<file path="config.mk">
export PLATFORM = sky130hd
export DESIGN_NAME = mult_seq_handshake
export DESIGN_NICKNAME = d
export VERILOG_FILES = /design/src/rtl/mult_seq_handshake.sv
export SDC_FILE = /design/constraint.sdc
export NUM_CORES = 1
export LEC_CHECK = 0
export CORE_MARGIN = 5
export CORE_UTILIZATION = 55
export CTS_BUF_LIST = sky130_fd_sc_hd__clkbuf_4 sky130_fd_sc_hd__clkbuf_8 sky130_fd_sc_hd__clkbuf_16
export CTS_CLUSTER_DIAMETER = 100
export DETAILED_ROUTE_END_ITERATION = 10
export PLACE_DENSITY = 0.77
export REMOVE_ABC_BUFFERS = 1
export SYNTH_ARGS = -nofsm -noshare
export SYNTH_HDL_FRONTEND = slang
export SYNTH_SLANG_ARGS = --single-unit
</file>
<file path="constraint.sdc">
create_clock -name clk -period 7.7 [get_ports clk]
set_clock_uncertainty 0.15 [all_clocks]
set_input_delay 1.54 -clock clk [delete_from_list [all_inputs] [get_ports clk]]
set_output_delay 1.54 -clock clk [all_outputs]
set_load 0.1 [all_outputs]
</file>
<file path="src/rtl/mult_seq_handshake.sv">
// Iterative shift-add multiplier with valid/ready handshakes on both sides.
// Retires RADIX multiplier bits per BUSY cycle; signed mode multiplies magnitudes and fixes the sign at the end.
module mult_seq_handshake #(
    parameter int WIDTH = 32,
    parameter int RADIX = 1
) (
    input  logic               clk,
    input  logic               rst_n,
    input  logic               clr,
    input  logic               in_valid,
    output logic               in_ready,
    input  logic               in_signed,
    input  logic [WIDTH-1:0]   in_a,
    input  logic [WIDTH-1:0]   in_b,
    output logic               out_valid,
    input  logic               out_ready,
    output logic [2*WIDTH-1:0] out_p,
    output logic [1:0]         dbg_state
);
    // Handshake: a transfer happens on a rising edge where valid and ready are both high;
    // valid never depends on ready, and operands/product are only meaningful while valid.

    localparam int N  = WIDTH / RADIX;
    localparam int CW = $clog2(N + 1);
    localparam logic [CW-1:0] LAST = CW'(N);

    typedef enum logic [1:0] {
        IDLE = 2'd0,
        BUSY = 2'd1,
        DONE = 2'd2
    } state_t;

    state_t             state;
    logic [2*WIDTH-1:0] a_sh;
    logic [2*WIDTH-1:0] acc;
    logic [2*WIDTH-1:0] partial;
    logic [WIDTH-1:0]   b_sh;
    logic [CW-1:0]      cnt;
    logic               sign;

    logic               a_neg;
    logic               b_neg;
    logic [WIDTH-1:0]   a_mag;
    logic [WIDTH-1:0]   b_mag;

    // Magnitudes as unsigned WIDTH-bit values; the most negative operand maps onto itself.
    always_comb begin
        a_neg = in_signed & in_a[WIDTH-1];
        b_neg = in_signed & in_b[WIDTH-1];
        a_mag = a_neg ? (~in_a + 1'b1) : in_a;
        b_mag = b_neg ? (~in_b + 1'b1) : in_b;
    end

    // Partial product of the shifted multiplicand and the low RADIX multiplier bits.
    always_comb begin
        partial = '0;
        for (int i = 0; i < RADIX; i++) begin
            if (b_sh[i]) partial = partial + (a_sh << i);
        end
    end

    assign dbg_state = state;

    always_ff @(posedge clk or negedge rst_n) begin
        if (!rst_n) begin
            state     <= IDLE;
            in_ready  <= 1'b1;
            out_valid <= 1'b0;
            out_p     <= '0;
            a_sh      <= '0;
            b_sh      <= '0;
            acc       <= '0;
            cnt       <= '0;
            sign      <= 1'b0;
        end else if (clr) begin
            state     <= IDLE;
            in_ready  <= 1'b1;
            out_valid <= 1'b0;
            acc       <= '0;
            cnt       <= '0;
        end else begin
            case (state)
                IDLE: begin
                    if (in_valid) begin
                        a_sh     <= {{WIDTH{1'b0}}, a_mag};
                        b_sh     <= b_mag;
                        acc      <= '0;
                        cnt      <= '0;
                        sign     <= a_neg ^ b_neg;
                        in_ready <= 1'b0;
                        state    <= BUSY;
                    end
                end
                BUSY: begin
                    // N accumulate cycles, then one cycle to apply the sign and publish.
                    if (cnt == LAST) begin
                        out_p     <= sign ? (~acc + 1'b1) : acc;
                        out_valid <= 1'b1;
                        state     <= DONE;
                    end else begin
                        acc  <= acc + partial;
                        a_sh <= a_sh << RADIX;
                        b_sh <= b_sh >> RADIX;
                        cnt  <= cnt + 1'b1;
                    end
                end
                DONE: begin
                    if (out_ready) begin
                        out_valid <= 1'b0;
                        in_ready  <= 1'b1;
                        state     <= IDLE;
                    end
                end
                default: state <= IDLE;
            endcase
        end
    end
endmodule

</file>
* Word level (Yosys, flattened, before mapping)
Cells that the tools add are included.
Storage, ports and cells: bits in registers 235, word-level logic and storage cells 73
Operators by class: add/subtract/negate cells 5, equality and inequality tests 9, multiplexer cells 31, bitwise gates (word level) 7, reduce and logical (&&, ||, !) cells 12
Operators by type and width (number):
- $mux 64 | 7
- $pmux 64 s2 | 2
- $mux 32 | 4
- $add 32x1->32 const B | 2
- $add 64x1->64 const B | 1
- $add 64x64->64 | 1
- $not 32->32 | 2
- $not 64->64 | 1
- $pmux 32 s2 | 1
- $mux 6 | 3
- $reduce_and 3->1 | 6
- $ne 3x3->1 const B | 4
- $pmux 6 s2 | 1
- $reduce_bool 3->1 | 3
- $mux 2 | 4
- $add 6x1->6 const B | 1
- $eq 6x6->1 const B | 1
- $mux 1 | 6
- $pmux 2 s3 | 1
- $ne 2x2->1 const B | 2
- $pmux 1 s2 | 2
- $reduce_and 4->1 | 1
- $and 1x1->1 | 2
- $eq 2x1->1 const B | 1
- 5 further kinds | 5

* Logic depth before layout (Yosys ltp)
Gate-level depths: netlist of run 1.
depth after elaboration 5, mapped depth 15, gate-level depth less buffers 14

* Least setup slack after synthesis of run 1
OpenSTA, ideal clock, no wires.
path type in2reg, from in in_a[5], to reg a_sh[31], setup time 76 ps, arrival 3915 ps, setup slack 3559 ps, cell stages on the path 9, buffers on the path 0, cell sequence or4_1 or3_1 or3_1 nor2b_2 nand2_1 or4_1 o41ai_1 a21oi_1 o21ai_1
On the way: cells in the longest elaborated chain, start to end 5
RTL lines:
- from (decl) | line 13 | input logic [WIDTH-1:0] in_a,
- $not 32->32 | line 50 | a_mag = a_neg ? (~in_a + 1'b1) : in_a;
- $add 32x1->32 | line 50
- $mux 32 | line 50
- $mux 64 | line 84 | if (in_valid) begin
- $pmux 64 s2 | line 82 | case (state)
- to (signal assigned) | line 85 | a_sh <= {{WIDTH{1'b0}}, a_mag};
- to (signal assigned) | line 102 | a_sh <= a_sh << RADIX;
- to (decl) | line 34 | logic [2*WIDTH-1:0] a_sh;
Every way passes these cells. The select of a mux whose other input is x is not followed. A chain may end at the register's enable or synchronous reset.

* Final worst setup path of run 1
from reg b_sh[0], to reg acc[62]
On the way: cells in the longest elaborated chain, start to end 5
RTL lines:
- from (decl) | line 37 | logic [WIDTH-1:0] b_sh;
- from (signal assigned) | line 86 | b_sh <= b_mag;
- from (signal assigned) | line 103 | b_sh <= b_sh >> RADIX;
- $mux 64 | line 58 | if (b_sh[i]) partial = partial + (a_sh << i);
- $add 64x64->64 | line 101 | acc <= acc + partial;
- $mux 64 | line 96 | if (cnt == LAST) begin
- $pmux 64 s2 | line 82
- $mux 64 | line 75 | end else if (clr) begin
- to (signal assigned) | line 101
- to (decl) | line 35 | logic [2*WIDTH-1:0] acc;
Every way passes these cells. The select of a mux whose other input is x is not followed.

==> metrics.log, run 1 <==
INFO  metric drtPass1Iterations = 6
INFO  metric cts_root_buffer = sky130_fd_sc_hd__clkbuf_16
INFO  metric min_path_type = reg -> reg
INFO  metric worstSetupStartpointType = flip-flop
INFO  metric post-route-util = about two thirds
INFO  metric drtIter0Drc = 1079
INFO  metric critical_path.max_stage_delay = 0.58 ns
INFO  metric topRoutingLayerUsed = met5
INFO  metric setup_violating_endpoint_count_in_the_final_report = 0
INFO  metric critPathCaptureType = flip-flop
INFO  metric synthCells = roughly 1900
INFO  metric max-clock-path-buffers = 3
INFO  metric synthTopCellsByCount = 267 x sky130_fd_sc_hd__nand2_1, 234 x sky130_fd_sc_hd__dfrtp_1, 213 x sky130_fd_sc_hd__a21oi_1, 192 x sky130_fd_sc_hd__nor2_1, 182 x sky130_fd_sc_hd__o21ai_0
INFO  metric grt_start_max_net_pins = 93
INFO  metric synth_enable_flop_cells = 0
INFO  metric antenna_left = 0
INFO  metric regToRegSetupSlack = 2.69 ns
INFO  metric dpl_cell_area = 17200 µm²
INFO  metric critical-path-top-cell-by-count = sky130_fd_sc_hd__a31oi_1
INFO  metric cts_sinks = about 240
INFO  metric clk_latency = 0.55 ns
INFO  metric placement_rows = 61
INFO  metric detailedPlacementHpwl = roughly 29000 µm
INFO  metric synth_top_cell_area_share = 37.5%
INFO  metric ys.flop_type = sky130_fd_sc_hd__dfrtp_1
INFO  metric global_route.usage.total = about a quarter
INFO  metric path_clk_slew = 0.06 ns
INFO  metric report.power.total = 0.00406 W
INFO  metric area_growth_syn_to_layout = 16.6%
INFO  metric grt_remaining_overflow = 0
INFO  metric total_leakage_power = 8.20 nW
INFO  metric synth-seq-area-share = a little under two fifths
INFO  metric hold_buffers = 0
INFO  metric drive_above_1_share = ~5%
INFO  metric gp_congestion = 0.945
INFO  metric synth-warning-count = 0
INFO  metric critical_path_data_required_time = 8.02 ns
INFO  metric route.detailed.vias_per_inst = 5.85
INFO  metric finalWirelength = roughly 40000 µm
INFO  metric number_of_antenna_violations_at_the_first_check_in_global_routing = 6
INFO  metric synth-async-reset-ratio = 100%
INFO  metric pre_cts_slack = 2.69 ns
INFO  metric wl_met1 = 17900 µm
INFO  metric first_global_vias = about 13000
INFO  metric yosys.cell_types.count = between 60 and 70
INFO  metric routed-via-count = approximately 14000
INFO  metric fmax = 199 MHz
INFO  metric drc = 0
INFO  metric netlist.top_cell.by_area = sky130_fd_sc_hd__dfrtp_1
INFO  metric tritoncts_clock_tree = yes
INFO  metric ys_top_cells_by_area = sky130_fd_sc_hd__dfrtp_1 38%, sky130_fd_sc_hd__xor2_1 7.0%, sky130_fd_sc_hd__a21oi_1 6.8%
INFO  metric number_of_synthesized_register_bits = 235
INFO  metric finalNetCount = roughly 2100
INFO  metric post-route-period-util = 65.1%
INFO  metric cpLargestDelayFamily = compound AO/OA/AOI/OAI gates
INFO  metric leading_cell_type_by_number_of_instances_after_synthesis = sky130_fd_sc_hd__nand2_1
INFO  metric initial_utilization = between 50 and 60%
INFO  metric floorplan.die_area = about 32000 µm²
INFO  metric post_cts_setup_buffers = 0
INFO  metric final.setup.worst_slack = 2.69 ns
INFO  metric chip_height = 178 µm
INFO  metric max-vdd-ir-drop = 0.000168 V
INFO  metric p_per_area = 223 nW/µm²
INFO  metric post_route_minimum_period = 5.01 ns
INFO  metric critPathSlowestCell = sky130_fd_sc_hd__dfrtp_1
INFO  metric max-cap-violations = 0
INFO  metric critical_path_arrival = 5.34 ns
INFO  metric worst_rel_slew_slack = between 20 and 25%
INFO  metric tritoncts.num_buffers = 26
INFO  metric final_design_area_no_fill = 18200 µm²
INFO  metric cp_max_fo = 53
INFO  metric worst_slew_pin_slew = 1.15 ns
INFO  metric wl_met3 = 2210 µm
INFO  metric unrepaired_setup_endpoints_after_global_routing = no
INFO  metric grt_pass1_wl = 66600 µm
INFO  metric worstPathCellList = buf_4 -> nand2_1 -> fa_1 -> nor2b_1 -> o31ai_1 -> a31oi_1 -> a41oi_1 -> o41ai_2 -> a31oi_1 -> o31ai_2 -> a31oi_1 -> or4_1 -> nand3_1
INFO  metric postCtsResizedCells = 0
INFO  metric htree_num_levels = 1
INFO  metric outcome = completed
INFO  metric final-hold-violation-count = 0
INFO  metric stdcell_count = 2394
INFO  metric core-area = 27900 µm²
INFO  metric cp_num_buf_inv = 1
INFO  metric port_buffers = 137
INFO  metric die_w = 178 µm
INFO  metric count_of_boundary_i_o_pins = 138
INFO  metric post_synthesis_cell_area = 15600 µm²
INFO  metric slew_viol_final = 0
INFO  metric detail_route.wl_per_cell = roughly 17 µm
INFO  metric post-place-cells = 2342
INFO  metric criticalPathCategory = reg -> reg
INFO  metric wl_met2 = between 15000 and 20000 µm
INFO  metric syn-mean-instance-area = between 8 and 9 µm²
[kinds of logic after synthesis]
| group | after synthesis | share of synthesized area (%) |
|---|---|---|
| and+or+nand+nor | 735 | 22.0 |
| AOI/OAI and AO/OA | 562 | 21.2 |
| DFF | 235 | 37.7 |
| xor gates and xnor gates | 181 | 10.2 |
| buffers and inverters | 129 | 3.10 |
| adders and majority gates | 69 | 5.58 |
| muxes | 4 | 0.265 |
[cell usage in the layout (no fill, tap or decap), types with 33 or more instances in the layout]
cell type	netlist	final
sky130_fd_sc_hd__nor2_1	192	189
sky130_fd_sc_hd__a21o_1	33	33
sky130_fd_sc_hd__a21oi_1	213	213
sky130_fd_sc_hd__nand2_1	267	267
sky130_fd_sc_hd__nand3_1	63	63
sky130_fd_sc_hd__dfrtp_1	234	233
sky130_fd_sc_hd__xnor2_1	57	57
sky130_fd_sc_hd__ha_1	68	68
sky130_fd_sc_hd__and2_1	71	71
sky130_fd_sc_hd__xor2_1	124	124
sky130_fd_sc_hd__o21ai_0	182	182
sky130_fd_sc_hd__clkdlybuf4s50_1	0	136
[flip-flops by register name (all words and copies together), names as in the netlist]
| register | count |
|---|---|
| cnt | 6 |
| sign | 1 |
| out_valid | 1 |
| a_sh | 64 |
| out_p | 64 |
| acc | 64 |
| in_ready | 1 |
| dbg_state | 2 |
| b_sh | 32 |
[per-layer routing]
layer  up-vias  global-route usage, %
met5         -                      0
met4         4                   7.61
met3        55                   3.16
met2       384                   41.2
met1      6672                   34.4
li1       6892                      -
[area by class of cell]
type	instances	area [µm²]
diodes	4	10.0
clock buffers	37	783
clock inverters	11	179
fillers	2402	9750
inverters	27	101
multi-input cells	1551	9280
flip-flops and latches	235	5880
well taps	378	473
repair buffers	151	1480
[worst min-delay path, cell delays in order (launching register included)]
cell,delay [ns]
sky130_fd_sc_hd__dfrtp_1,0.34
sky130_fd_sc_hd__nand2_1,0.04
sky130_fd_sc_hd__o21ai_0,0.06
[power by group]
| part | switching [W] | total [W] | internal [W] |
|---|---|---|---|
| Sequential | 0.000135 | 0.00150 | 0.00137 |
| Clock | 0.000519 | 0.00136 | 0.000845 |
| Combinational | 0.000767 | 0.00120 | 0.000431 |
[path summary, 6_finish.rpt]
path                           from       end  cells after the start
min                        b_sh[21]  b_sh[21]                      2
min reg2reg                b_sh[21]  b_sh[21]                      2
max in group asynchronous     rst_n   acc[24]                      2
min in group asynchronous     rst_n   b_sh[4]                      1
max reg2reg                 b_sh[0]   acc[62]                     13
max                         b_sh[0]   acc[62]                     13
[per-stage QoR]
step	hold slack (ns)	setup TNS, ns
2_1_floorplan	0.300	-171.77
3_3_place_gp	0.312	0
3_5_place_dp	0.320	0
4_1_cts	0.334	0
5_1_grt	0.355	0
6_report	0.329	0
(Power assumes the default switching activity.)
==> inputs of run 2 (changes only) <==
--- a/config.mk
+++ b/config.mk
@@ -6,7 +6,7 @@
 export NUM_CORES = 1
 export LEC_CHECK = 0
 export CORE_MARGIN = 5
-export CORE_UTILIZATION = 55
+export CORE_UTILIZATION = 53
 export CTS_BUF_LIST = sky130_fd_sc_hd__clkbuf_4 sky130_fd_sc_hd__clkbuf_8 sky130_fd_sc_hd__clkbuf_16
 export CTS_CLUSTER_DIAMETER = 100
 export DETAILED_ROUTE_END_ITERATION = 10
==> constraint.sdc (replaced) <==
create_clock -name clk -period 4.3 [get_ports clk]
set_clock_uncertainty 0.15 [all_clocks]
set_input_delay 0.86 -clock clk [delete_from_list [all_inputs] [get_ports clk]]
set_output_delay 0.86 -clock clk [all_outputs]
set_load 0.1 [all_outputs]
==> run 2 against run 1 <==
Global-route usage decreased by 0.38 points. Critical path type unchanged. Clock-buffer cell count decreased by 2. First-iteration DRC count decreased by 25%. Register-to-register slack got worse by 2.3 ns. Die area increased by 3.6%. Largest cell class unchanged. Non-clock buffer count increased by 31. Final area increased by 0.96%. Fmax increased by 27%. Critical endpoint is now acc[55]. Highest routed layer is now met4. Sequential power increased by 79%. Cell count increased by 1.3%. Wire length increased by 4.6%.
==> metrics.log, run 2 (same netlist as run 1, synthesis figures left out) <==
INFO  metric finalNetCount = 2162 (was 2131)
INFO  metric fmax = 253 MHz (was 199 MHz)
INFO  metric max-clock-path-buffers = 3 (unchanged)
INFO  metric worst_setup_path_startpoint = b_sh[0] (unchanged)
INFO  metric worst_rel_slew_slack = 23.7% (was 23.2%)
INFO  metric crit-reg2reg-capture = acc[55] (was acc[62])
INFO  metric core-area = 28900 µm² (was 27900 µm²)
INFO  metric routed-via-count = 14200 (was 14000)
INFO  metric first_global_vias = 14100 (was 13400)
INFO  metric outcome = completed (unchanged)
INFO  metric final_common_cell = sky130_fd_sc_hd__nand2_1 (unchanged)
INFO  metric gp_congestion = 0.959 (was 0.945)
INFO  metric worstReg2RegStart = b_sh[0] (unchanged)
INFO  metric detail_route.wl_per_cell = 17.2 µm (was 16.6 µm)
INFO  metric route.detailed.vias_per_inst = 5.87 (was 5.85)
INFO  metric port_buffers = 137 (unchanged)
INFO  metric number_of_antenna_violations_at_the_first_check_in_global_routing = 0 (was 6)
INFO  metric regToRegSetupSlack = 0.35 ns (was 2.69 ns)
INFO  metric dpl_cell_area = 17500 µm² (was 17200 µm²)
INFO  metric r2r.worst_path.cells = 14 (was 13)
INFO  metric critical_path_arrival = 4.26 ns (was 5.34 ns)
INFO  metric placement_rows = 62 (was 61)
INFO  metric grt_remaining_overflow = 0 (unchanged)
INFO  metric min_path_type = in -> async (was reg -> reg)
INFO  metric path_clk_slew = 0.06 ns (about the same)
INFO  metric final-hold-violation-count = 0 (unchanged)
INFO  metric post_route_minimum_period = 3.95 ns (was 5.01 ns)
INFO  metric critPathCaptureType = flip-flop (unchanged)
INFO  metric slew_viol_final = 0 (unchanged)
INFO  metric clk_latency = 0.54 ns (was 0.55 ns)
INFO  metric initial_utilization = 54.1% (was 55.9%)
INFO  metric area_growth_syn_to_layout = 17.7% (was 16.6%)
INFO  metric drive_above_1_share = 6.37% (was 4.87%)
INFO  metric max-vdd-ir-drop = 0.000286 V (was 0.000168 V)
INFO  metric detailedPlacementHpwl = 30500 µm (was 28900 µm)
INFO  metric nFillCells = 2497 (was 2402)
INFO  metric commonest_cells_after_routing_fill_and_taps_aside = 267 x sky130_fd_sc_hd__nand2_1, 233 x sky130_fd_sc_hd__dfrtp_1, 213 x sky130_fd_sc_hd__a21oi_1 (unchanged)
INFO  metric total_leakage_power = 8.32 nW (was 8.20 nW)
INFO  metric count_of_boundary_i_o_pins = 138 (unchanged)
INFO  metric tritoncts.num_buffers = 26 (unchanged)
INFO  metric drc = 0 (unchanged)
INFO  metric chip_height = 182 µm (was 178 µm)
INFO  metric cts_sinks = 235 (unchanged)
INFO  metric setup_violating_endpoint_count_in_the_final_report = 0 (unchanged)
INFO  metric worstSetupStartpointType = flip-flop (unchanged)
INFO  metric max-cap-violations = 0 (unchanged)
INFO  metric worst_slew_pin_slew = 1.14 ns (was 1.15 ns)
INFO  metric cp_max_fo = 64 (was 53)
INFO  metric unrepaired_setup_endpoints_after_global_routing = no (unchanged)
INFO  metric tritoncts_clock_tree = yes (unchanged)
INFO  metric final_design_area_no_fill = 18400 µm² (was 18200 µm²)
INFO  metric floorplan.die_area = 33000 µm² (was 31800 µm²)
INFO  metric htree_num_levels = 1 (unchanged)
INFO  metric die_w = 182 µm (was 178 µm)
INFO  metric critical_path_data_required_time = 4.60 ns (was 8.02 ns)
INFO  metric post-route-util = 63.6% (was 65.1%)
INFO  metric drtIter0Drc = 814 (was 1079)
INFO  metric largest_registers = a_sh: 64 flops, acc: 64 flops, out_p: 64 flops (unchanged)
INFO  metric cts_root_buffer = sky130_fd_sc_hd__clkbuf_16 (unchanged)
INFO  metric finalHoldWorstSlack = 0.199 ns (was 0.329 ns)
INFO  metric finalWirelength = 41600 µm (was 39800 µm)
INFO  metric p_per_area = 385 nW/µm² (was 223 nW/µm²)
INFO  metric drtPass1Iterations = 5 (was 6)
INFO  metric grt_pass1_wl = 69300 µm (was 66600 µm)
INFO  metric antenna_left = 0 (unchanged)
INFO  metric n_antenna_cell = 0 (was 4)
INFO  metric global_route.usage.total = 24.6% (was 24.9%)
INFO  metric post-route-period-util = 91.9% (was 65.1%)
INFO  metric criticalPathCategory = reg -> reg (unchanged)
INFO  metric grt_start_max_net_pins = 112 (was 93)
## run 2: area by class of cell
cell class / count / area [µm²] / share of cell area [%]
Clock buffer: 35 / 761 / 4.14
Timing Repair Buffer: 182 / 1780 / 9.68
Tap cell: 384 / 480 / 2.62
Sequential cell: 235 / 5880 / 32.0
Multi-Input combinational cell: 1551 / 9290 / 50.6
Clock inverter: 11 / 66.3 / 0.361
Inverter: 27 / 101 / 0.552
## run 2: power breakdown
part           switching (W)  internal [W]
clock               0.000923       0.00124
combinational        0.00142      0.000801
sequential          0.000243       0.00245
## run 2: stage by stage
step           setup TNS [ns]  cells  total power, W  setup slack, ns
2_1_floorplan         -665.28   1813         0.00421            -5.68
3_3_place_gp                0   2379         0.00488            0.282
3_5_place_dp                0   2379         0.00493            0.194
4_1_cts                     0   2425         0.00710            0.262
5_1_grt                     0   2425         0.00747           0.0541
6_report                    0   2425         0.00707            0.347
## run 2: layer usage
layer	track usage (%)	vias up	part of all wire, %
met1	32.5	6810	44
met5	0	-	0
met3	2.72	86	5.2
met2	42.6	406	48
li1	-	6933	-
met4	7.18	0	2.7
## run 2: worst max-delay path by stage
| stage | endpoint | slack (ns) |
|---|---|---|
| 2_1_floorplan | b_sh[1] | -5.68 |
| 3_3_place_gp | a_sh[29] | 0.28 |
| 3_5_place_dp | a_sh[31] | 0.19 |
| 4_1_cts | acc[62] | 0.26 |
| 5_1_grt | acc[61] | 0.05 |
| 6_report | acc[55] | 0.35 |
## run 2: what timing repair did
item | 4_1_cts | 5_1_grt
hold endpoints to repair | 0 | 0
endpoints found under the setup margin | 0 | 7
buffers inserted | 0 | 0
hold buffers | 0 | 0
gates resized for setup | 0 | 4
## run 2: critical path, cell delays in order, from the launching register on
cell and delay [ns]:
sky130_fd_sc_hd__dfrtp_1 0.41, sky130_fd_sc_hd__buf_12 0.20, sky130_fd_sc_hd__and2_1 0.17, sky130_fd_sc_hd__ha_1 0.33, sky130_fd_sc_hd__o21ai_0 0.13, sky130_fd_sc_hd__o21ai_0 0.26, sky130_fd_sc_hd__o21ai_0 0.28, sky130_fd_sc_hd__o21ai_0 0.46
sky130_fd_sc_hd__and4_1 0.30, sky130_fd_sc_hd__o21ai_1 0.12, sky130_fd_sc_hd__buf_4 0.19, sky130_fd_sc_hd__a2111oi_0 0.48, sky130_fd_sc_hd__nor3_1 0.12, sky130_fd_sc_hd__xor2_1 0.16, sky130_fd_sc_hd__o21ai_0 0.13
==> inputs of run 3 (changes only) <==
--- a/config.mk
+++ b/config.mk
@@ -5,10 +5,11 @@
 export SDC_FILE = /design/constraint.sdc
 export NUM_CORES = 1
 export LEC_CHECK = 0
-export CORE_MARGIN = 5
+export CORE_MARGIN = 2
 export CORE_UTILIZATION = 53
 export CTS_BUF_LIST = sky130_fd_sc_hd__clkbuf_4 sky130_fd_sc_hd__clkbuf_8 sky130_fd_sc_hd__clkbuf_16
 export CTS_CLUSTER_DIAMETER = 100
+export CTS_CLUSTER_SIZE = 16
 export DETAILED_ROUTE_END_ITERATION = 10
 export PLACE_DENSITY = 0.77
 export REMOVE_ABC_BUFFERS = 1
==> run 3 against run 2 <==
Power down 7.5%. Worst hold slack better by 0.026 ns. Sequential share of layout area up 0.46 points. First-iteration DRC count up 23%. Global-route usage up 1.6 points. Die area down 6.5%. Fmax down 0.81%. Clock power down 24%. Critical path depth unchanged. Final area down 1.4%.
==> metrics.log, run 3 (same netlist as run 1, synthesis figures left out) <==
INFO  metric drtIter0Drc = 998 (was 814)
INFO  metric area_growth_syn_to_layout = 16.0% (was 17.7%)
INFO  metric commonest_cells_after_routing_fill_and_taps_aside = 267 x sky130_fd_sc_hd__nand2_1, 233 x sky130_fd_sc_hd__dfrtp_1, 213 x sky130_fd_sc_hd__a21oi_1 (unchanged)
INFO  metric max-clock-path-buffers = 3 (unchanged)
INFO  metric critPathCaptureType = flip-flop (unchanged)
INFO  metric hold_buffers = 0 (unchanged)
INFO  metric fmax = 251 MHz (was 253 MHz)
INFO  metric post_route_minimum_period = 3.99 ns (was 3.95 ns)
INFO  metric die_w = 176 µm (was 182 µm)
INFO  metric cp_max_fo = 64 (unchanged)
INFO  metric drive_above_1_share = 5.62% (was 6.37%)
INFO  metric criticalPathCategory = reg -> reg (unchanged)
INFO  metric outcome = completed (unchanged)
INFO  metric floorplan.die_area = 30800 µm² (was 33000 µm²)
INFO  metric tritoncts_clock_tree = yes (unchanged)
INFO  metric worst_slew_pin_slew = 1.22 ns (was 1.14 ns)
INFO  metric worstSetupStartpointType = flip-flop (unchanged)
INFO  metric unrepaired_setup_endpoints_after_global_routing = no (unchanged)
INFO  metric largest_registers = a_sh: 64 flops, acc: 64 flops, out_p: 64 flops (unchanged)
INFO  metric critical_path_arrival = 4.27 ns (was 4.26 ns)
INFO  metric nFillCells = 2531 (was 2497)
INFO  metric htree_num_levels = 1 (unchanged)
INFO  metric tritoncts.num_buffers = 18 (was 26)
INFO  metric drc = 0 (unchanged)
INFO  metric detailedPlacementHpwl = 29400 µm (was 30500 µm)
INFO  metric crit-reg2reg-capture = acc[62] (was acc[55])
INFO  metric finalWirelength = 40500 µm (was 41600 µm)
INFO  metric drtPass1Iterations = 5 (unchanged)
INFO  metric p_per_area = 361 nW/µm² (was 385 nW/µm²)
INFO  metric cts_root_buffer = sky130_fd_sc_hd__clkbuf_16 (unchanged)
INFO  metric setup_violating_endpoint_count_in_the_final_report = 0 (unchanged)
INFO  metric gp_congestion = 0.925 (was 0.959)
INFO  metric placement_rows = 62 (unchanged)
INFO  metric final-hold-violation-count = 0 (unchanged)
INFO  metric dpl_cell_area = 17600 µm² (was 17500 µm²)
INFO  metric max-cap-violations = 0 (unchanged)
INFO  metric finalNetCount = 2161 (was 2162)
INFO  metric routed-via-count = 14100 (was 14200)
INFO  metric grt_pass1_wl = 67000 µm (was 69300 µm)
INFO  metric max-vdd-ir-drop = 0.000221 V (was 0.000286 V)
INFO  metric grt_start_max_net_pins = 97 (was 112)
INFO  metric final_common_cell = sky130_fd_sc_hd__nand2_1 (unchanged)
INFO  metric regToRegSetupSlack = 0.31 ns (was 0.35 ns)
INFO  metric route.detailed.vias_per_inst = 5.83 (was 5.87)
INFO  metric initial_utilization = 54.1% (unchanged)
INFO  metric number_of_antenna_violations_at_the_first_check_in_global_routing = 1 (was 0)
INFO  metric first_global_vias = 13500 (was 14100)
INFO  metric worst_rel_slew_slack = 18.9% (was 23.7%)
INFO  metric slew_viol_final = 0 (unchanged)
INFO  metric worstReg2RegStart = b_sh[0] (unchanged)
INFO  metric finalHoldWorstSlack = 0.225 ns (was 0.199 ns)
INFO  metric min_path_type = in -> async (unchanged)
INFO  metric global_route.usage.total = 26.1% (was 24.6%)
INFO  metric antenna_left = 0 (unchanged)
INFO  metric total_leakage_power = 8.20 nW (was 8.32 nW)
INFO  metric critical_path_data_required_time = 4.59 ns (was 4.60 ns)
INFO  metric port_buffers = 137 (unchanged)
INFO  metric clk_latency = 0.51 ns (was 0.54 ns)
INFO  metric detail_route.wl_per_cell = 16.8 µm (was 17.2 µm)
INFO  metric grt_remaining_overflow = 0 (unchanged)
INFO  metric cts_sinks = 235 (unchanged)
INFO  metric chip_height = 176 µm (was 182 µm)
INFO  metric path_clk_slew = 0.08 ns (was 0.06 ns)
INFO  metric core-area = 28900 µm² (unchanged)
INFO  metric final_design_area_no_fill = 18100 µm² (was 18400 µm²)
INFO  metric r2r.worst_path.cells = 14 (unchanged)
INFO  metric count_of_boundary_i_o_pins = 138 (unchanged)
INFO  metric post-route-period-util = 92.7% (was 91.9%)
==> run 3: layout make-up <==
class	instances	area [µm²]	area share, %
diodes	1	2.50	0.0138
well taps	384	480	2.65
repair buffers	189	1830	10.1
flip-flops and latches	235	5880	32.5
multi-input cells	1551	9280	51.3
inverters	27	101	0.560
clock buffers	25	520	2.88
clock inverters	1	7.51	0.0415
==> run 3: power breakdown <==
group / switching, W / internal [W]
sequential: 0.000238 / 0.00244
combinational: 0.00140 / 0.000809
clock: 0.000802 / 0.000844
==> run 3: stage by stage <==
stage	worst slack, ns	total power (W)	TNS (ns)	utilization, %	std cells
after floorplan	-5.68	0.00421	-665.28	-	1813
after global placement	0.156	0.00486	0	60.9	2386
after detailed placement	0.134	0.00491	0	60.9	2386
after CTS	0.316	0.00655	0	62.7	2412
after global routing	0.00562	0.00692	0	62.7	2413
final	0.315	0.00654	0	62.7	2413
==> run 3: what timing repair did <==
item	CTS	global route
buffers inserted	0	0
endpoints found under the setup margin	0	1
gates resized for setup	0	2
==> run 3: how the worst max path moves through the flow <==
stage,startpoint,endpoint,slack [ns]
4_1_cts,b_sh[0],acc[51],0.32
2_1_floorplan,dbg_state[0],b_sh[1],-5.68
5_1_grt,b_sh[0],acc[60],0.006
3_5_place_dp,in_a[5],a_sh[31],0.13
3_3_place_gp,in_a[5],a_sh[31],0.16
6_report,b_sh[0],acc[62],0.31
==> run 3: critical path, cell delays in order (launching register included) <==
cell	delay (ns)
sky130_fd_sc_hd__dfrtp_1	0.39
sky130_fd_sc_hd__buf_12	0.25
sky130_fd_sc_hd__nand2_1	0.14
sky130_fd_sc_hd__fa_1	0.45
sky130_fd_sc_hd__nor2b_1	0.16
sky130_fd_sc_hd__o31ai_1	0.12
sky130_fd_sc_hd__a31oi_1	0.34
sky130_fd_sc_hd__a41oi_1	0.21
sky130_fd_sc_hd__o41ai_2	0.30
sky130_fd_sc_hd__buf_4	0.19
sky130_fd_sc_hd__a31oi_1	0.17
sky130_fd_sc_hd__o31ai_2	0.34
sky130_fd_sc_hd__a31oi_1	0.20
sky130_fd_sc_hd__or4_1	0.44
sky130_fd_sc_hd__nand3_1	0.08
==> run 3: per-layer routing <==
layer / track usage, % / up-vias / share of wire [%] / wire (µm)
li1: - / 6923 / - / -
met3: 2.29 / 53 / 3.5 / 1430
met5: 0 / - / 0 / 0
met2: 45.2 / 325 / 48 / 19600
met1: 35.3 / 6774 / 46 / 18600
met4: 6.75 / 0 / 2.2 / 911
